$ cat config.mk
export PLATFORM = sky130hd
export DESIGN_NAME = regfile_scoreboard
export DESIGN_NICKNAME = d
export VERILOG_FILES = /design/src/rtl/regfile_scoreboard_pkg.sv /design/src/rtl/sb_counter_bank.sv /design/src/rtl/regfile_scoreboard.sv
export SDC_FILE = /design/constraint.sdc
export NUM_CORES = 1
export LEC_CHECK = 0
export ABC_CLOCK_PERIOD_IN_PS = 28400
export CAP_MARGIN = 40
export CORE_MARGIN = 1
export CORE_UTILIZATION = 56
export CTS_CLUSTER_SIZE = 14
export DETAILED_ROUTE_END_ITERATION = 6
export PLACE_DENSITY = 0.84
export SYNTH_ARGS = -nofsm -noshare
export SYNTH_HDL_FRONTEND = slang
export SYNTH_SLANG_ARGS = --single-unit
$ cat constraint.sdc
create_clock -name clk -period 28.4 [get_ports clk]
set_clock_uncertainty 0.15 [all_clocks]
set_input_delay 5.68 -clock clk [delete_from_list [all_inputs] [get_ports clk]]
set_output_delay 5.68 -clock clk [all_outputs]
set_load 0.05 [all_outputs]
$ cat src/rtl/regfile_scoreboard_pkg.sv
// Shared pipeline constants used by the OF and WB stages and the register file.
package regfile_scoreboard_pkg;

  localparam int PIPE_XLEN  = 32;
  localparam int PIPE_NREGS = 16;
  localparam int REG_AW     = 4;
  localparam logic [REG_AW-1:0] RA_IDX = 4'd15;

endpackage

$ cat src/rtl/sb_counter_bank.sv
// Per-register pending-write counters, busy lookup and sticky error flag.
module sb_counter_bank
  import regfile_scoreboard_pkg::*;
#(
  parameter int NREGS = PIPE_NREGS,
  parameter int CNTW  = 2
) (
  input  logic              clk,
  input  logic              rst,
  input  logic              claimEn,
  input  logic [REG_AW-1:0] claimAddr,
  input  logic              wbEnable,
  input  logic [REG_AW-1:0] wbAddr,
  input  logic [REG_AW-1:0] rdAddr1,
  input  logic [REG_AW-1:0] rdAddr2,
  input  logic              errClr,
  output logic              busy1,
  output logic              busy2,
  output logic              sbErr
);

  localparam logic [CNTW-1:0] CNT_MAX = {CNTW{1'b1}};
  localparam logic [CNTW-1:0] CNT_ONE = {{(CNTW-1){1'b0}}, 1'b1};

  logic [CNTW-1:0] cnt_q [NREGS];
  logic [CNTW-1:0] cnt_d [NREGS];
  logic            err_q;
  logic            err_d;
  logic            err_hit;

  always_comb begin
    err_hit = 1'b0;
    for (int r = 0; r < NREGS; r++) begin
      cnt_d[r] = cnt_q[r];
      // A claim and a write-back to the same register cancel out, even at zero.
      if (claimEn && claimAddr == REG_AW'(r) && !(wbEnable && wbAddr == REG_AW'(r))) begin
        if (cnt_q[r] == CNT_MAX) err_hit = 1'b1;
        else                     cnt_d[r] = cnt_q[r] + CNT_ONE;
      end else if (wbEnable && wbAddr == REG_AW'(r) && !(claimEn && claimAddr == REG_AW'(r))) begin
        if (cnt_q[r] == '0) err_hit = 1'b1;
        else                cnt_d[r] = cnt_q[r] - CNT_ONE;
      end
    end
    err_d = err_hit | (err_q & ~errClr);
  end

  always_ff @(posedge clk or posedge rst) begin
    if (rst) begin
      for (int r = 0; r < NREGS; r++) cnt_q[r] <= '0;
      err_q <= 1'b0;
    end else begin
      for (int r = 0; r < NREGS; r++) cnt_q[r] <= cnt_d[r];
      err_q <= err_d;
    end
  end

  // The last outstanding write is satisfied by the same-cycle write-through.
  always_comb begin
    busy1 = (cnt_q[rdAddr1] != '0) &&
            !(wbEnable && wbAddr == rdAddr1 && cnt_q[rdAddr1] == CNT_ONE);
    busy2 = (cnt_q[rdAddr2] != '0) &&
            !(wbEnable && wbAddr == rdAddr2 && cnt_q[rdAddr2] == CNT_ONE);
  end

  assign sbErr = err_q;

endmodule

$ cat src/rtl/regfile_scoreboard.sv
// Two-read/one-write register file with write-through and a pending-write scoreboard.
module regfile_scoreboard
  import regfile_scoreboard_pkg::*;
#(
  parameter int XLEN  = PIPE_XLEN,
  parameter int NREGS = PIPE_NREGS,
  parameter int CNTW  = 2
) (
  input  logic              clk,
  input  logic              rst,
  input  logic              wbEnable,
  input  logic [REG_AW-1:0] wbAddr,
  input  logic [XLEN-1:0]   wbData,
  input  logic [REG_AW-1:0] rdAddr1,
  input  logic [REG_AW-1:0] rdAddr2,
  output logic [XLEN-1:0]   rdData1,
  output logic [XLEN-1:0]   rdData2,
  input  logic              claimEn,
  input  logic [REG_AW-1:0] claimAddr,
  output logic              busy1,
  output logic              busy2,
  output logic              sbErr,
  input  logic              errClr
);

  logic [XLEN-1:0] regs_q [NREGS];

  always_ff @(posedge clk or posedge rst) begin
    if (rst) begin
      for (int r = 0; r < NREGS; r++) regs_q[r] <= '0;
    end else if (wbEnable) begin
      regs_q[wbAddr] <= wbData;
    end
  end

  always_comb begin
    rdData1 = (wbEnable && wbAddr == rdAddr1) ? wbData : regs_q[rdAddr1];
    rdData2 = (wbEnable && wbAddr == rdAddr2) ? wbData : regs_q[rdAddr2];
  end

  sb_counter_bank #(
    .NREGS (NREGS),
    .CNTW  (CNTW)
  ) u_sb (
    .clk       (clk),
    .rst       (rst),
    .claimEn   (claimEn),
    .claimAddr (claimAddr),
    .wbEnable  (wbEnable),
    .wbAddr    (wbAddr),
    .rdAddr1   (rdAddr1),
    .rdAddr2   (rdAddr2),
    .errClr    (errClr),
    .busy1     (busy1),
    .busy2     (busy2),
    .sbErr     (sbErr)
  );

endmodule

==> impl_results.md, run 1 <==
* Top FF cell, synth: dfrtp_1
* Layout cells sized above 1 at 0.5019
* Largest net degree at the start of global routing at roughly 130
* Worst path required time at ~23000 ps
* Worst setup EP type: output port
* Post-Synthesis Net Count at 2041
* Post-cts sizing count at 0
* Antenna Violating Nets Remaining at 0
* Initial Util at 0.5703
* RSZ-0062 raised after global routing: no
* Grt total ovfl at 0
* Postcts setup bufs at 0
* Hold depth at 2
* Core Region at 52970 sq um
* Clock tree sinks at 545
* Crit path DAT at 9490 ps
* Hold buffers post-CTS at 0
* Initial antenna violation count at 1
* Global Route Usage Sum at 0.3073
* Via count at 19610
* Cells after synthesis at slightly below 2000
* Reg2reg start: u_sb.cnt_q[1]$_DFFE_PP0P_
* Pleak at 0.01390 uW
* Final Critical Period at approximately 15000 ps
* Setup CP Type: input port to output port
* Hold endpoint: regs_q[108]$_DFFE_PP0P_
* Post-layout util at 0.6419
* Startpoint Class: input port
* Via density at 7.090
* Core Rows at 84
* Final Cycle Share at 0.5395
* Die width at 234.3 microns
* Placed cells at 2666
* Async S/R FF share, synth at 1.000
* First-pass GRT wire length at ~130 mm
* Worst R2R Setup Slack at approximately 27000 ps
* Syn_area_per_cell at 15.20 sq um
* Cell Pwr Density at 78.26 nW/um^2
* Cell variety after synth at between 40 and 50
* DRT Pass-1 Iters at 5
* DRC viols at 0
* Final hold vios at 0
* Worst-Skew Late Latency at roughly 600 ps
* CTS tree: done
* WL/cell at between 20 and 30 microns
* DPL Wire Length at 45.50 mm
* Finish-stage setup viols at 0
* VDD IR-drop max at between 0.04 and 0.05 mV
* Worst-case reg-to-reg path depth at 5
* Clock Path Buffers at 3
* Worst Path Max Fanout at 49
* Die area at 54880 sq um
* Run status: complete, no violations
* Vias in the first global route at 20780
* Netlist Area Pre-Place at 30210 sq um
* Layout area overhead at 12.55%
* # H-tree levels at 2
* Worst-margin pin slew at 919.2 ps
* Min-delay src: regs_q[108]$_DFFE_PP0P_
* CTS clk-pin slew, worst paths at about 60 ps
* Final slew viol count at 0
* Register bit total from synthesis at 545
* Relative slew slack at 0.3872
* Max capacitance violation total at 0
* Clock root cell: clkbuf_16
* Number of enable flip-flop cells after synthesis at 0
* Final WL at approximately 81 mm
* IO buf count at 119
* Placer Congestion at 0.9750
* YS warnings at 0
* F_max at approximately 65 MHz
* Pre-CTS setup slack at 13080 ps
* Ant diodes at 0
* Sequential-to-total area share from yosys stat at 0.4514
* Inserted Clock Buffers at 55
* Setup WS post-layout at roughly 13000 ps
* Worst R2R End: u_sb.sbErr$_DFF_PP0_
* Final cell count without fillers at ~2800
* DR iter-0 viols at ~2100
* Die height at 234.3 microns
* Io pins at 120
* Min-delay worst type: flip-flop to flip-flop
* Setup TNS at 0 ps
* Post-layout nets at about 2100
==> final cells by class <==
| type | instances | area, sq um |
|---|---|---|
| clock buffer | 75 | 1622 |
| clock inverter | 25 | 394.1 |
| fill | 3619 | 18970 |
| inverter | 16 | 67.56 |
| multi-input combinational | 1255 | 15750 |
| sequential | 545 | 13640 |
| tap | 688 | 860.8 |
| timing repair buffer | 162 | 1674 |
==> cell usage in the layout (no fill, tap or decap), types with 18 or more instances in the layout <==
| cell | instances |
|---|---|
| mux4_2 | 321 |
| o21ai_0 | 26 |
| nand2_1 | 165 |
| dfrtp_1 | 545 |
| nor2_1 | 20 |
| a21oi_1 | 18 |
| clkbuf_8 | 19 |
| clkbuf_16 | 55 |
| buf_4 | 36 |
| clkdlybuf4s50_1 | 111 |
| mux2_2 | 544 |
==> critical path, stage by stage <==
cell,delay (ps)
clkbuf_8,490
buf_4,420
buf_4,680
mux4_2,580
mux4_2,540
mux2_2,290
clkdlybuf4s50_1,710
==> worst max path at each step <==
| stage | from | end | slack, ps |
|---|---|---|---|
| after floorplan | rst | regs_q[0]$_DFFE_PP0P_ | 7330 |
| after global placement | rdAddr1[0] | rdData1[4] | 12460 |
| after detailed placement | rdAddr1[0] | rdData1[4] | 13080 |
| after CTS | rdAddr1[0] | rdData1[7] | 13030 |
| after global routing | rdAddr1[0] | rdData1[22] | 12870 |
| final | rdAddr1[0] | rdData1[4] | 13080 |
==> cells in the mapped netlist (5+ instances only) <==
cell / count / area, sq um
dfrtp_1: 545 / 13640
mux2_2: 544 / 6126
mux4_2: 321 / 7229
nand2_1: 171 / 641.9
clkbuf_1: 68 / 255.2
buf_2: 58 / 290.3
nor2_1: 30 / 112.6
o21ai_0: 26 / 130.1
buf_4: 25 / 187.7
a21oi_1: 18 / 90.09
inv_1: 16 / 60.06
mux4_1: 15 / 394.1
nand3_1: 15 / 75.07
a211oi_1: 14 / 105.1
buf_1: 14 / 52.55
and2_1: 9 / 56.30
nor3_1: 9 / 45.04
or2_2: 8 / 50.05
nor2b_1: 7 / 43.79
o22ai_1: 7 / 43.79
and3_1: 6 / 37.54
mux2i_1: 6 / 60.06
xor2_1: 6 / 52.55
o32ai_1: 5 / 43.79
==> state kept, by name, indices dropped and copies added, names as in the netlist <==
register and count:
u_sb.sbErr 1, u_sb.cnt_q 32, regs_q 512
==> layer usage <==
layer / share of wire / track usage
met1: 0.38 / 0.4057
met2: 0.49 / 0.5000
met3: 0.081 / 0.06165
met4: 0.043 / 0.1297
met5: 0.00016 / 0
==> power breakdown <==
part	internal, uW	total [uW]	leakage (uW)	switching, uW
clock	489	803	0.000993	314
combinational	418	744	0.00626	326
sequential	958	1110	0.00664	155
total	1870	2660	0.0139	796
==> stage by stage <==
| step | hold slack [ps] | area, sq um | total power (uW) |
|---|---|---|---|
| detailed placement | 337.4 | 31990 | 1855 |
| floorplan | 303.3 | 30210 | 1644 |
| CTS | 351.7 | 34000 | 2663 |
| finish | 354.3 | 34000 | 2661 |
| global route | 375.5 | 34000 | 2762 |
| global placement | 315.8 | 31760 | 1805 |
==> cell families (layout without fill, tap and decap cells) <==
kind of cell    count (synthesis)  count (layout)  share of synthesized area
mux                           886             886                     0.4571
flops                         545             545                     0.4514
simple gates                  279             279                    0.04162
buf+inv                       188             278                    0.03065
compound gates                 82              82                    0.01690
xor+xnor                        8               8                   0.002319
Note: power is estimated with default switching activity, not from simulation.
==> run 2, diff against run 1 <==
--- a/config.mk
+++ b/config.mk
@@ -5,13 +5,13 @@
 export SDC_FILE = /design/constraint.sdc
 export NUM_CORES = 1
 export LEC_CHECK = 0
-export ABC_CLOCK_PERIOD_IN_PS = 28400
+export ABC_CLOCK_PERIOD_IN_PS = 13300
 export CAP_MARGIN = 40
 export CORE_MARGIN = 1
 export CORE_UTILIZATION = 56
 export CTS_CLUSTER_SIZE = 14
 export DETAILED_ROUTE_END_ITERATION = 6
-export PLACE_DENSITY = 0.84
+export PLACE_DENSITY = 0.87
 export SYNTH_ARGS = -nofsm -noshare
 export SYNTH_HDL_FRONTEND = slang
 export SYNTH_SLANG_ARGS = --single-unit
==> constraint.sdc (replaced) <==
create_clock -name clk -period 13.3 [get_ports clk]
set_clock_uncertainty 0.15 [all_clocks]
set_input_delay 2.66 -clock clk [delete_from_list [all_inputs] [get_ports clk]]
set_output_delay 2.66 -clock clk [all_outputs]
set_load 0.05 [all_outputs]
==> run 2 against run 1 <==
Against the previous run:
- utilization fell by 0.34 points
- combinational power rose by 110%
- register-to-register slack got worse by 15000 ps
- via count fell by 1.4%
==> impl_results.md, run 2 (synthesis gave the netlist of run 1 again) <==
* Run status: complete, no violations (unchanged)
* Final hold vios at 0 (unchanged)
* Relative slew slack at 0.2015 (was 0.3872)
* Max capacitance violation total at 0 (unchanged)
* Reg with most FFs: regs_q (unchanged)
* F_max at 110.2 MHz
* Final WL at 79.07 mm (was 80.58 mm)
* Layout area overhead at 11.96% (was 12.55%)
* Layout cells sized above 1 at 0.4974 (was 0.5019)
* Min-delay worst type: flip-flop to flip-flop (unchanged)
* Worst path required time at 10490 ps (was 22570 ps)
* Leading cell type in the layout, fill and taps excluded: dfrtp_1 (unchanged)
* Postcts setup bufs at 0 (unchanged)
* CTS tree: done (unchanged)
* Inserted Clock Buffers at 57 (was 55)
* # H-tree levels at 2 (unchanged)
* CTS clk-pin slew, worst paths at 60 ps (about the same)
* DR iter-0 viols at 1844 (was 2098)
* Final slew viol count at 0 (unchanged)
* Post-layout util at 0.6385 (was 0.6419)
* Setup TNS at 0 ps (unchanged)
* Worst setup EP type: output port (unchanged)
* Global Route Usage Sum at 0.3007 (was 0.3073)
* Crit path DAT at 6260 ps (was 9490 ps)
* Most frequent cells in the layout: 545 x dfrtp_1, 544 x mux2_2, 321 x mux4_2 (unchanged)
* Placer Congestion at 0.9481 (was 0.9750)
* Grt total ovfl at 0 (unchanged)
* Filler cell count at 3654 (was 3619)
* Via density at 6.986 (was 7.090)
* Initial antenna violation count at 1 (unchanged)
* Clock tree sinks at 545 (unchanged)
* Via count at 19340 (was 19610)
* DPL Wire Length at 45.29 mm (was 45.50 mm)
* IO buf count at 119 (unchanged)
* Die width at 234.3 microns (unchanged)
* Final Cycle Share at 0.6820
* Worst Path Max Fanout at 77 (was 49)
* Vias in the first global route at 20730 (was 20780)
* Die area at 54880 sq um (unchanged)
* Worst-margin pin slew at 1198 ps (was 919.2 ps)
* Finish-stage setup viols at 0 (unchanged)
* DRC viols at 0 (unchanged)
* Post-cts sizing count at 0 (unchanged)
* Post-layout nets at 2085 (was 2088)
* Clock Path Buffers at 3 (unchanged)
* WL/cell at 28.56 microns (was 29.13 microns)
* Cell Pwr Density at 166.0 nW/um^2 (was 78.26 nW/um^2)
* First-pass GRT wire length at 123.3 mm (was 125.5 mm)
* Hold buffers post-CTS at 0 (unchanged)
* WHS at 351.7 ps (was 354.3 ps)
* Tot Pwr at 5615 uW (was 2661 uW)
* Largest net degree at the start of global routing at 203 (was 132)
* VDD IR-drop max at 0.1150 mV (was 0.04955 mV)
* Largest register FFs at 512 (unchanged)
* Clock root cell: clkbuf_16 (unchanged)
* Setup WS post-layout at 4229 ps (was 13080 ps)
* RSZ-0062 raised after global routing: no (unchanged)
* Core Region at 52970 sq um (unchanged)
* Io pins at 120 (unchanged)
* DRT Pass-1 Iters at 5 (unchanged)
* Worst-Skew Late Latency at 630 ps (was 610 ps)
* Setup CP Type: input port to output port (unchanged)
* Initial Util at 0.5703 (unchanged)
* Core Rows at 84 (unchanged)
* Die height at 234.3 microns (unchanged)
* Final Critical Period at between 9000 and 10000 ps
* Antenna Violating Nets Remaining at 0 (unchanged)
* Pre-CTS setup slack at 4240 ps (was 13080 ps)
* Startpoint Class: input port (unchanged)
* Pleak at 0.01380 uW (was 0.01390 uW)
## run 2: cell count changes in the layout (fill, tap and decap cells not counted), sizes merged
cell | before | now
diode | 0 | 1
bufinv | 10 | 6
clkbuf | 77 | 79
buf | 49 | 44
clkinv | 11 | 18
clkinvlp | 3 | 4
## run 2: path summary, 6_finish.rpt
path / start / to / slack (ps) / cells after the start
max: rdAddr2[1] / rdData2[13] / 4230 / 8
min: regs_q[111]$_DFFE_PP0P_ / regs_q[111]$_DFFE_PP0P_ / 350 / 2
max reg2reg: u_sb.cnt_q[1]$_DFFE_PP0P_ / u_sb.sbErr$_DFF_PP0_ / 11390 / 5
min reg2reg: regs_q[111]$_DFFE_PP0P_ / regs_q[111]$_DFFE_PP0P_ / 350 / 2
max in group asynchronous: rst / regs_q[503]$_DFFE_PP0P_ / 8680 / 4
min in group asynchronous: rst / regs_q[481]$_DFFE_PP0P_ / 2250 / 2
## run 2: metrics by stage
step	cells	area, sq um
after CTS	2767	33820
after floorplan	1988	30220
final	2768	33820
after global placement	2656	31770
after detailed placement	2661	31880
after global routing	2768	33820
## run 2: where the power goes
group	switching, uW	leakage, uW	internal, uW
Sequential	327	0.00664	2050
Combinational	704	0.00620	891
Clock	694	0.000949	952
Total	1730	0.0138	3890
## run 2: cell type report
class	instances	area, sq um	area share
multi-input combinational	1255	15750	0.4656
sequential	545	13640	0.4032
timing repair buffer	157	1574	0.04654
clock buffer	77	1572	0.04646
tap	688	860.8	0.02545
clock inverter	29	365.4	0.01080
inverter	16	63.81	0.001887
antenna	1	2.502	0.00007398
## run 2: critical path, cell delays in order
cell and delay (ps):
buf_6 620, buf_4 610, xnor2_1 180, nand2_1 110, nor4_4 180, buf_4 640
mux2_2 440, clkdlybuf4s50_1 710
## run 2: per-layer routing
metal | routed length (microns) | part of all wire | global-route usage
met3 | 5928 | 0.075 | 0.05022
met2 | 40080 | 0.51 | 0.4989
met1 | 29630 | 0.37 | 0.3928
met5 | 0 | 0 | 0
met4 | 3431 | 0.043 | 0.1323
